===== src/rtl/filter_pkg.sv =====
// Shared constants for the binary median filter: image geometry, the valid
// output region it produces, and the readout state encoding.
package filter_pkg;

  localparam int IMAGE_WIDTH  = 240;
  localparam int IMAGE_HEIGHT = 180;
  localparam int WINDOW_SIZE  = 3;
  localparam int OUT_WIDTH    = IMAGE_WIDTH - WINDOW_SIZE + 1;
  localparam int OUT_HEIGHT   = IMAGE_HEIGHT - WINDOW_SIZE + 1;

  localparam logic [1:0] READER_IDLE  = 2'd0;
  localparam logic [1:0] READER_READ  = 2'd1;
  localparam logic [1:0] READER_DRAIN = 2'd2;

  // Places one pixel bit into the byte being assembled.
  function automatic logic [7:0] insertBit(logic [7:0] acc, logic bitVal, logic [2:0] idx);
    return acc | (8'(bitVal) << idx);
  endfunction

endpackage


===== src/rtl/byte_fifo.sv =====
// Small FIFO of {last, byte} entries; push and pop in the same cycle are both
// honoured even when full. DEPTH must be a power of two.
module byte_fifo #(
  parameter int DEPTH = 4,
  parameter int WIDTH = 9,
  localparam int CNT_W = $clog2(DEPTH + 1),
  localparam int PTR_W = $clog2(DEPTH)
) (
  input  logic             clk,
  input  logic             reset,
  input  logic             push,
  input  logic [WIDTH-1:0] pushData,
  input  logic             pop,
  output logic [WIDTH-1:0] headData,
  output logic [CNT_W-1:0] count
);

  logic [WIDTH-1:0] mem [DEPTH];
  logic [PTR_W-1:0] rdPtr;
  logic [PTR_W-1:0] wrPtr;
  logic             doPush;
  logic             doPop;

  assign doPop  = pop && (count != '0);
  assign doPush = push && ((count != CNT_W'(DEPTH)) || doPop);

  always_ff @(posedge clk or negedge reset) begin
    if (!reset) begin
      rdPtr <= '0;
      wrPtr <= '0;
      count <= '0;
    end else begin
      if (doPush) wrPtr <= wrPtr + PTR_W'(1);
      if (doPop)  rdPtr <= rdPtr + PTR_W'(1);
      count <= count + CNT_W'(doPush) - CNT_W'(doPop);
    end
  end

  always_ff @(posedge clk) begin
    if (doPush) mem[wrPtr] <= pushData;
  end

  assign headData = mem[rdPtr];

endmodule


===== src/rtl/filtered_frame_reader.sv =====
// Drains the filtered frame RAM in row-major order, packs 8 pixels per byte
// (LSB first, no row padding) and streams bytes over valid/ready.
module filtered_frame_reader #(
  parameter int OUT_WIDTH  = filter_pkg::OUT_WIDTH,
  parameter int OUT_HEIGHT = filter_pkg::OUT_HEIGHT,
  parameter int ADDR_W     = 8,
  parameter int FIFO_DEPTH = 4
) (
  input  logic              clk,
  input  logic              reset,
  input  logic              start,
  output logic              readerReady,
  output logic [ADDR_W-1:0] xReadAddress,
  output logic [ADDR_W-1:0] yReadAddress,
  output logic              readEnable,
  input  logic              readData,
  output logic [7:0]        byteOut,
  output logic              byteValid,
  input  logic              byteReady,
  output logic              lastByte,
  output logic              readerDone
);
  import filter_pkg::*;

  localparam int CNT_W = $clog2(FIFO_DEPTH + 1);

  logic [1:0]        state;
  logic [ADDR_W-1:0] xAddr;
  logic [ADDR_W-1:0] yAddr;
  logic              atLastCol;
  logic              atLastRow;
  logic              lastIssue;
  logic [CNT_W-1:0]  fifoCount;
  logic              readVld_p1;
  logic              lastPix_p1;
  logic [7:0]        packReg_p1;
  logic [2:0]        bitIdx_p1;
  logic [7:0]        packedByte;
  logic              pushByte;
  logic              popByte;
  logic [8:0]        fifoHead;

  assign readerReady  = (state == READER_IDLE);
  // Issue stalls once two bytes are queued: the one read in flight plus the
  // push it may complete still fit in the FIFO.
  assign readEnable   = (state == READER_READ) && (fifoCount < CNT_W'(2));
  assign atLastCol    = (xAddr == ADDR_W'(OUT_WIDTH - 1));
  assign atLastRow    = (yAddr == ADDR_W'(OUT_HEIGHT - 1));
  assign lastIssue    = readEnable && atLastCol && atLastRow;
  assign xReadAddress = xAddr;
  assign yReadAddress = yAddr;

  always_ff @(posedge clk or negedge reset) begin
    if (!reset) begin
      state <= READER_IDLE;
      xAddr <= '0;
      yAddr <= '0;
    end else begin
      case (state)
        READER_IDLE: if (start) begin
          state <= READER_READ;
          xAddr <= '0;
          yAddr <= '0;
        end
        READER_READ: if (readEnable) begin
          if (atLastCol) begin
            xAddr <= '0;
            if (atLastRow) state <= READER_DRAIN;
            else           yAddr <= yAddr + ADDR_W'(1);
          end else begin
            xAddr <= xAddr + ADDR_W'(1);
          end
        end
        READER_DRAIN: if (popByte && lastByte) state <= READER_IDLE;
        default: state <= READER_IDLE;
      endcase
    end
  end

  // ---- stage p1: RAM data returns, bits packed into the assembly register ----
  assign packedByte = insertBit(packReg_p1, readData, bitIdx_p1);
  assign pushByte   = readVld_p1 && ((bitIdx_p1 == 3'd7) || lastPix_p1);

  always_ff @(posedge clk or negedge reset) begin
    if (!reset) begin
      readVld_p1 <= 1'b0;
      lastPix_p1 <= 1'b0;
      packReg_p1 <= '0;
      bitIdx_p1  <= '0;
    end else begin
      readVld_p1 <= readEnable;
      lastPix_p1 <= lastIssue;
      if (readVld_p1) begin
        if (pushByte) begin
          packReg_p1 <= '0;
          bitIdx_p1  <= '0;
        end else begin
          packReg_p1 <= packedByte;
          bitIdx_p1  <= bitIdx_p1 + 3'd1;
        end
      end
    end
  end

  // ---- stage p2: byte FIFO toward the downstream link ----
  byte_fifo #(.DEPTH(FIFO_DEPTH), .WIDTH(9)) u_fifo (
    .clk      (clk),
    .reset    (reset),
    .push     (pushByte),
    .pushData ({lastPix_p1, packedByte}),
    .pop      (popByte),
    .headData (fifoHead),
    .count    (fifoCount)
  );

  assign byteValid = (fifoCount != '0);
  assign byteOut   = byteValid ? fifoHead[7:0] : 8'h00;
  assign lastByte  = byteValid && fifoHead[8];
  assign popByte   = byteValid && byteReady;

  always_ff @(posedge clk or negedge reset) begin
    if (!reset) readerDone <= 1'b0;
    else        readerDone <= popByte && lastByte;
  end

endmodule


===== config.mk =====
export PLATFORM = sky130hd
export DESIGN_NAME = filtered_frame_reader
export DESIGN_NICKNAME = d
export VERILOG_FILES = /design/src/rtl/filter_pkg.sv /design/src/rtl/byte_fifo.sv /design/src/rtl/filtered_frame_reader.sv
export SDC_FILE = /design/constraint.sdc
export NUM_CORES = 1
export LEC_CHECK = 0
export ABC_AREA = 1
export CORE_MARGIN = 4
export CORE_UTILIZATION = 50
export CTS_CLUSTER_SIZE = 20
export DETAILED_ROUTE_END_ITERATION = 10
export GPL_TIMING_DRIVEN = 1
export PLACE_DENSITY_LB_ADDON = 0.1
export SLEW_MARGIN = 0
export SYNTH_ARGS = -nofsm -noshare
export SYNTH_HDL_FRONTEND = slang
export SYNTH_SLANG_ARGS = --single-unit
export TNS_END_PERCENT = 50

===== constraint.sdc =====
create_clock -name clk -period 3.52 [get_ports clk]
set_input_delay 0.352 -clock clk [delete_from_list [all_inputs] [get_ports clk]]
set_output_delay 0.352 -clock clk [all_outputs]
set_load 0.01 [all_outputs]

; ---- After elaboration in Yosys (flattened, before gate mapping)
; Memory sizes are Yosys's and may differ from the RTL's.
; Index checks and enable logic that the tools add are counted.
[word_totals]
register_bits = 39
latch_bits = 0
ram_bits = 36
mem_bits_ro = 0
input_bits = 5
out_inout_bits = 29
word_cells = 70
memories = 1
[mem_list]
columns = memory, words, width, read_ports, rd_ports_with_merged_regs, wr, line_no
row1 = u_fifo.mem, 4, 9, 1, 0, 1, byte_fifo.sv:18  ; logic [WIDTH-1:0] mem [DEPTH];
[classes]
add_sub_neg = 7
multipliers = 0
div_mod_pow = 0
n_lt_le_gt_ge = 1
eq_ne = 12
shifts = 1
muxes = 19
n_bitwise = 1
reduce_logical = 17
[op_table]
columns = cell, n
row1 = 8-bit 2-to-1 mux, 8
row2 = 8-bit one-hot mux with 2 select lines, 2
row3 = "8-bit by 1-bit adder with 8-bit output, second input constant", 2
row4 = "8-bit equality test, second input constant", 2
row5 = "2-bit inequality test, second input constant", 6
row6 = 2-bit 2-to-1 mux, 5
row7 = 5-bit AND reduction, 2
row8 = 1-bit logical AND, 9
row9 = 8-bit OR, 1
row10 = 1-bit by 3-bit left shift with 8-bit output, 1
row11 = 2-bit one-hot mux with 3 select lines, 1
row12 = "2-bit by 1-bit adder with 2-bit output, second input constant", 2
row13 = 3-bit by 1-bit adder with 3-bit output, 1
row14 = "3-bit by 1-bit adder with 3-bit output, second input constant", 1
row15 = "3-bit equality test, second input constant", 1
row16 = "3-bit by 2-bit < comparator with 1-bit output, second input constant", 1
row17 = 3-bit 2-to-1 mux, 1
row18 = "3-bit inequality test, second input constant", 1
row19 = 3-bit AND reduction, 1
row20 = 3-bit nonzero test, 1
row21 = 3-bit by 1-bit subtractor with 3-bit output, 1
row22 = "2-bit by 1-bit equality test with 1-bit output, second input constant", 1
row23 = "2-bit equality test, second input constant", 1
row24 = 2-bit zero test, 1
row25 = other kinds (3), 5

; ---- Logic depth before layout (Yosys ltp)
[logic_depth]
ltp_word = 7
depth_mapped = 10
depth_no_buf = 10

; ---- Cells and area by module
; A second synthesis with hierarchy kept.
[hier_totals]
cells_unflattened = 432
hier_area_um2 = 3804.9
[by_module_without_submodules]
columns = mod, instances, cells_each, area_per_inst_um2
row1 = filtered_frame_reader, 1, 269, 1908.1
row2 = byte_fifo, 1, 163, 1896.8

; ---- Worst setup path before layout
; No wires, ideal clock.
[synth_timing]
path_kind = register to register
startpoint = register bitIdx_p1[0]
endpoint = register u_fifo.count[1]
setup_ps = 64
arrival_time_ps = 1836
required_time_ps = 3456
slack_ps = 1620
stages_incl_launch_ff = 11
synth_period_minus_slack_ps = 1900
cell_sequence = dfrtp_1 -> ha_1 -> ha_1 -> nor2_1 -> nor2_1 -> nand2_1 -> inv_2 -> ha_1 -> inv_1 -> fa_1 -> inv_1
[synth_between]
elab_chain_cells = 6
[synth_rtl]
columns = element, line_no
row1 = start: declaration, filtered_frame_reader.sv:37  ; logic [2:0] bitIdx_p1;
row2 = start signal: assignment, filtered_frame_reader.sv:99  ; bitIdx_p1 <= bitIdx_p1 + 3'd1;
row3 = 3-bit equality test, filtered_frame_reader.sv:82  ; assign pushByte = readVld_p1 && ((bitIdx_p1 == 3'd7) || lastPix_p1);
row4 = 1-bit logical OR, filtered_frame_reader.sv:82
row5 = 1-bit logical AND, filtered_frame_reader.sv:82
row6 = 1-bit logical AND, byte_fifo.sv:25  ; assign doPush = push && ((count != CNT_W'(DEPTH)) || doPop);
row7 = net u_fifo.doPush, byte_fifo.sv:21  ; logic doPush;
row8 = 3-bit by 1-bit adder with 3-bit output, byte_fifo.sv:35  ; count <= count + CNT_W'(doPush) - CNT_W'(doPop);
row9 = 3-bit by 1-bit subtractor with 3-bit output, byte_fifo.sv:35
row10 = end signal: assignment, byte_fifo.sv:35
row11 = end: declaration, byte_fifo.sv:15  ; output logic [CNT_W-1:0] count
; The timed path passes the listed nets, and every way through them passes these cells.
; A chain may end at the register's enable or synchronous reset.

; ---- Final worst setup path
[layout_timing]
startpoint = register u_fifo.rdPtr[0]
endpoint = output lastByte
[layout_between]
elab_chain_cells = 2
[layout_rtl]
columns = element, line_no
row1 = start: declaration, byte_fifo.sv:19  ; logic [PTR_W-1:0] rdPtr;
row2 = start signal: assignment, byte_fifo.sv:34  ; if (doPop) rdPtr <= rdPtr + PTR_W'(1);
row3 = memory read 4 x 9 bit, --
row4 = 1-bit logical AND, filtered_frame_reader.sv:118  ; assign lastByte = byteValid && fifoHead[8];
row5 = end: declaration, filtered_frame_reader.sv:20  ; output logic lastByte,
; No other way between the ends.

==> results.sh <==
export IMPL_nFillCells=606
export IMPL_mostFrequentLayoutCells="nand2_1 (85), nor2_1 (77), inv_1 (47)"
export IMPL_synth_top_family_by_area="simple AND/OR/NAND/NOR gates"
export IMPL_die_width_um=93.2
export IMPL_dp_hpwl_um=4960
export IMPL_synth_area_per_cell_um2=8.94
export IMPL_fin_util_pct=61.8
export IMPL_synthTopCellsByArea="edfxtp_1 (30%), dfrtp_1 (27%), nand2_1 (8.8%)"
export IMPL_multi_input_area_mm2=0.00134
export IMPL_ff2ff_path_depth=6
export IMPL_cp_max_fo=20
export IMPL_status="finished clean"
export IMPL_die_h_um=93.2
export IMPL_cts_resized=0
export IMPL_drc=0
export IMPL_antenna_cells=0
export IMPL_synth_compound_area_share_pct=7.69
export IMPL_nets=463
export IMPL_fp_dieArea_mm2=0.00869
export IMPL_fin_setup_tns_ns=0
export IMPL_clock_skew_ns=0.00478
export IMPL_grt_pass1_vias=2605
export IMPL_setup_viol_count_final=0
export IMPL_rsz0062_at_grt="no"
export IMPL_gp_congestion=0.822
export IMPL_synth_simple_gate_area_share_pct=23.2
export IMPL_ant_nets=0
export IMPL_start_kind="register"
export IMPL_synth_flop_cell="dfrtp_1"
export IMPL_fin_crit_ns=2.62
export IMPL_p_per_area_mw_per_mm2=734
export IMPL_gr_total_overflow=0
export IMPL_synth_top_area_share_pct=29.8
export IMPL_cts_buffers=9
export IMPL_ys_async_sr_fraction_pct=52.0
export IMPL_grt_first_pass_wirelength_um=12000
export IMPL_synthAdderAreaFrac_pct=4.69
export IMPL_max_freq_mhz=382
export IMPL_drv_slew=0
export IMPL_holdBufCountCts=0
export IMPL_viasPerCell=4.91
export IMPL_synthesis_area_mm2=0.00363
export IMPL_netlist_instances=406
export IMPL_num_vias=2679
export IMPL_cts_htree_levels=3
export IMPL_syn_to_final_growth_pct=17.6
export IMPL_start_util_pct=52.6
export IMPL_peakVddDrop_v=0.000388
export IMPL_synth_area_mux_share_pct=0
export IMPL_critPathCaptureType="output pin"
export IMPL_antenna_found_initial=0
export IMPL_min_period_over_period_pct=74.4
export IMPL_core_area_mm2=0.00691
export IMPL_arrival_ns=2.27
export IMPL_p_total_mw=3.13
export IMPL_wl_per_cell_um=12.7
export IMPL_synth_fp_nets=424
export IMPL_cts_root_buffer_cell="clkbuf_8"
export IMPL_clk_pin_slew_ns=0.08
export IMPL_synth_edf_count=36
export IMPL_row_count=30
export IMPL_tritoncts="built"
export IMPL_synth_cell_type_count=30
export IMPL_synthXorXnorAreaFrac_pct=1.21
export IMPL_postCtsSetupBuffers=0
export IMPL_max_slew_margin_pct=38.4
export IMPL_drive_above_1_share_pct=7.56
export IMPL_final_common_cell="nand2_1"
export IMPL_io_pin_count=34
export IMPL_yosysTopAreaCell="edfxtp_1"
export IMPL_clockBufferDepth=2
export IMPL_track_usage_pct=17.7
export IMPL_p_leak_nw=1.93
export IMPL_seq_area_mm2=0.00206
export IMPL_clkLatencyLatePin_ns=0.33
export IMPL_worst_pin_slew_ns=0.920
export IMPL_wl_um=6950
export IMPL_ys_ff_latch=75
export IMPL_grt_max_degree=40
export IMPL_whs_ns=0.132
export IMPL_yosysWarnings=0
export IMPL_final_hold_viol_count=0
export IMPL_portBuffers=33
export IMPL_cts_sinks=75
export IMPL_dr_first_iter_drc_count=133
export IMPL_ys_seq_area_share_pct=56.7
export IMPL_first_pass_iters=4
export IMPL_critPathKind="register to output pin"
export IMPL_maxCapViolCount=0
export IMPL_min_path_type="primary input to async pin"
export IMPL_cp_required_ns=3.17
[power breakdown]
| group | internal (mW) | leakage (nW) | total (mW) | switching [mW] |
|---|---|---|---|---|
| Sequential | 1.07 | 0.835 | 1.26 | 0.187 |
| Clock | 0.404 | 0.102 | 0.727 | 0.323 |
| Combinational | 0.509 | 0.994 | 1.15 | 0.636 |
| Total | 1.99 | 1.93 | 3.13 | 1.15 |
[per-layer routing]
| metal | vias to the layer above | global-route usage (%) | part of all wire, % |
|---|---|---|---|
| met5 | - | 0 | 0 |
| met4 | 0 | 8.42 | 0.63 |
| met3 | 4 | 3.46 | 3.5 |
| met2 | 53 | 29.0 | 49 |
| met1 | 1245 | 22.7 | 47 |
| li1 | 1377 | - | - |
[critical path, stage by stage (launching register included)]
cell	delay [ns]
dfrtp_1	0.62
inv_2	0.34
nand2_1	0.09
nand2_1	0.07
nand2_1	0.08
a21oi_1	0.17
clkdlybuf4s50_1	0.56
[synthesized netlist by cell type (2+ instances only)]
cell	number
a21oi_1	13
buf_2	3
dfrtp_1	39
edfxtp_1	36
ha_1	12
inv_1	47
inv_2	7
nand2_1	85
nand2_2	5
nand3_1	22
nand4_1	2
nor2_1	77
nor2_2	2
nor3_1	3
o21ai_0	29
o21ai_1	5
o21bai_1	3
xor2_1	4
[logic make-up after synthesis]
group,Yosys count
AOI/OAI and AO/OA,53
DFF,75
adders and majority gates,13
xor gates and xnor gates,5
and+or+nand+nor,200
buffers and inverters,60
[layout make-up]
type                       count  share of cell area (%)
sequential                    75                    48.2
clock inverter                 7                    2.34
inverter                      55                    4.84
tap                           96                    2.81
timing repair buffer          33                    7.62
multi-input combinational    271                    31.3
clock buffer                   9                    2.90
[per-stage QoR]
step / instance area (um^2) / cells / setup WS (ns)
after floorplan: 3630 / 406 / 1.62
after global placement: 4050 / 530 / 1.35
after detailed placement: 4050 / 530 / 1.27
after CTS: 4270 / 546 / 0.886
after global routing: 4270 / 546 / 0.727
final: 4270 / 546 / 0.902
[state kept, by name, indices dropped and copies added (netlist names)]
name          count
u_fifo.rdPtr      2
xReadAddress      8
readVld_p1        1
u_fifo.wrPtr      2
yReadAddress      8
state             2
readerDone        1
lastPix_p1        1
u_fifo.mem       36
bitIdx_p1         3
u_fifo.count      3
packReg_p1        8
[worst paths after layout]
kind                                              from                          end  slack (ns)
setup / recovery           u_fifo.rdPtr[0]$_DFFE_PN0P_                     lastByte        0.90
hold / removal                                   reset  xReadAddress[3]$_DFFE_PN0P_        0.13
setup reg to reg              bitIdx_p1[0]$_DFFE_PN0P_   u_fifo.mem[2][2]$_DFFE_PP_        1.34
hold reg to reg              packReg_p1[2]$_DFFE_PN0P_    packReg_p1[2]$_DFFE_PN0P_        0.53
max in group asynchronous                        reset  u_fifo.rdPtr[0]$_DFFE_PN0P_        2.84
min in group clk             packReg_p1[2]$_DFFE_PN0P_    packReg_p1[2]$_DFFE_PN0P_        0.53
(Power assumes the default switching activity.)
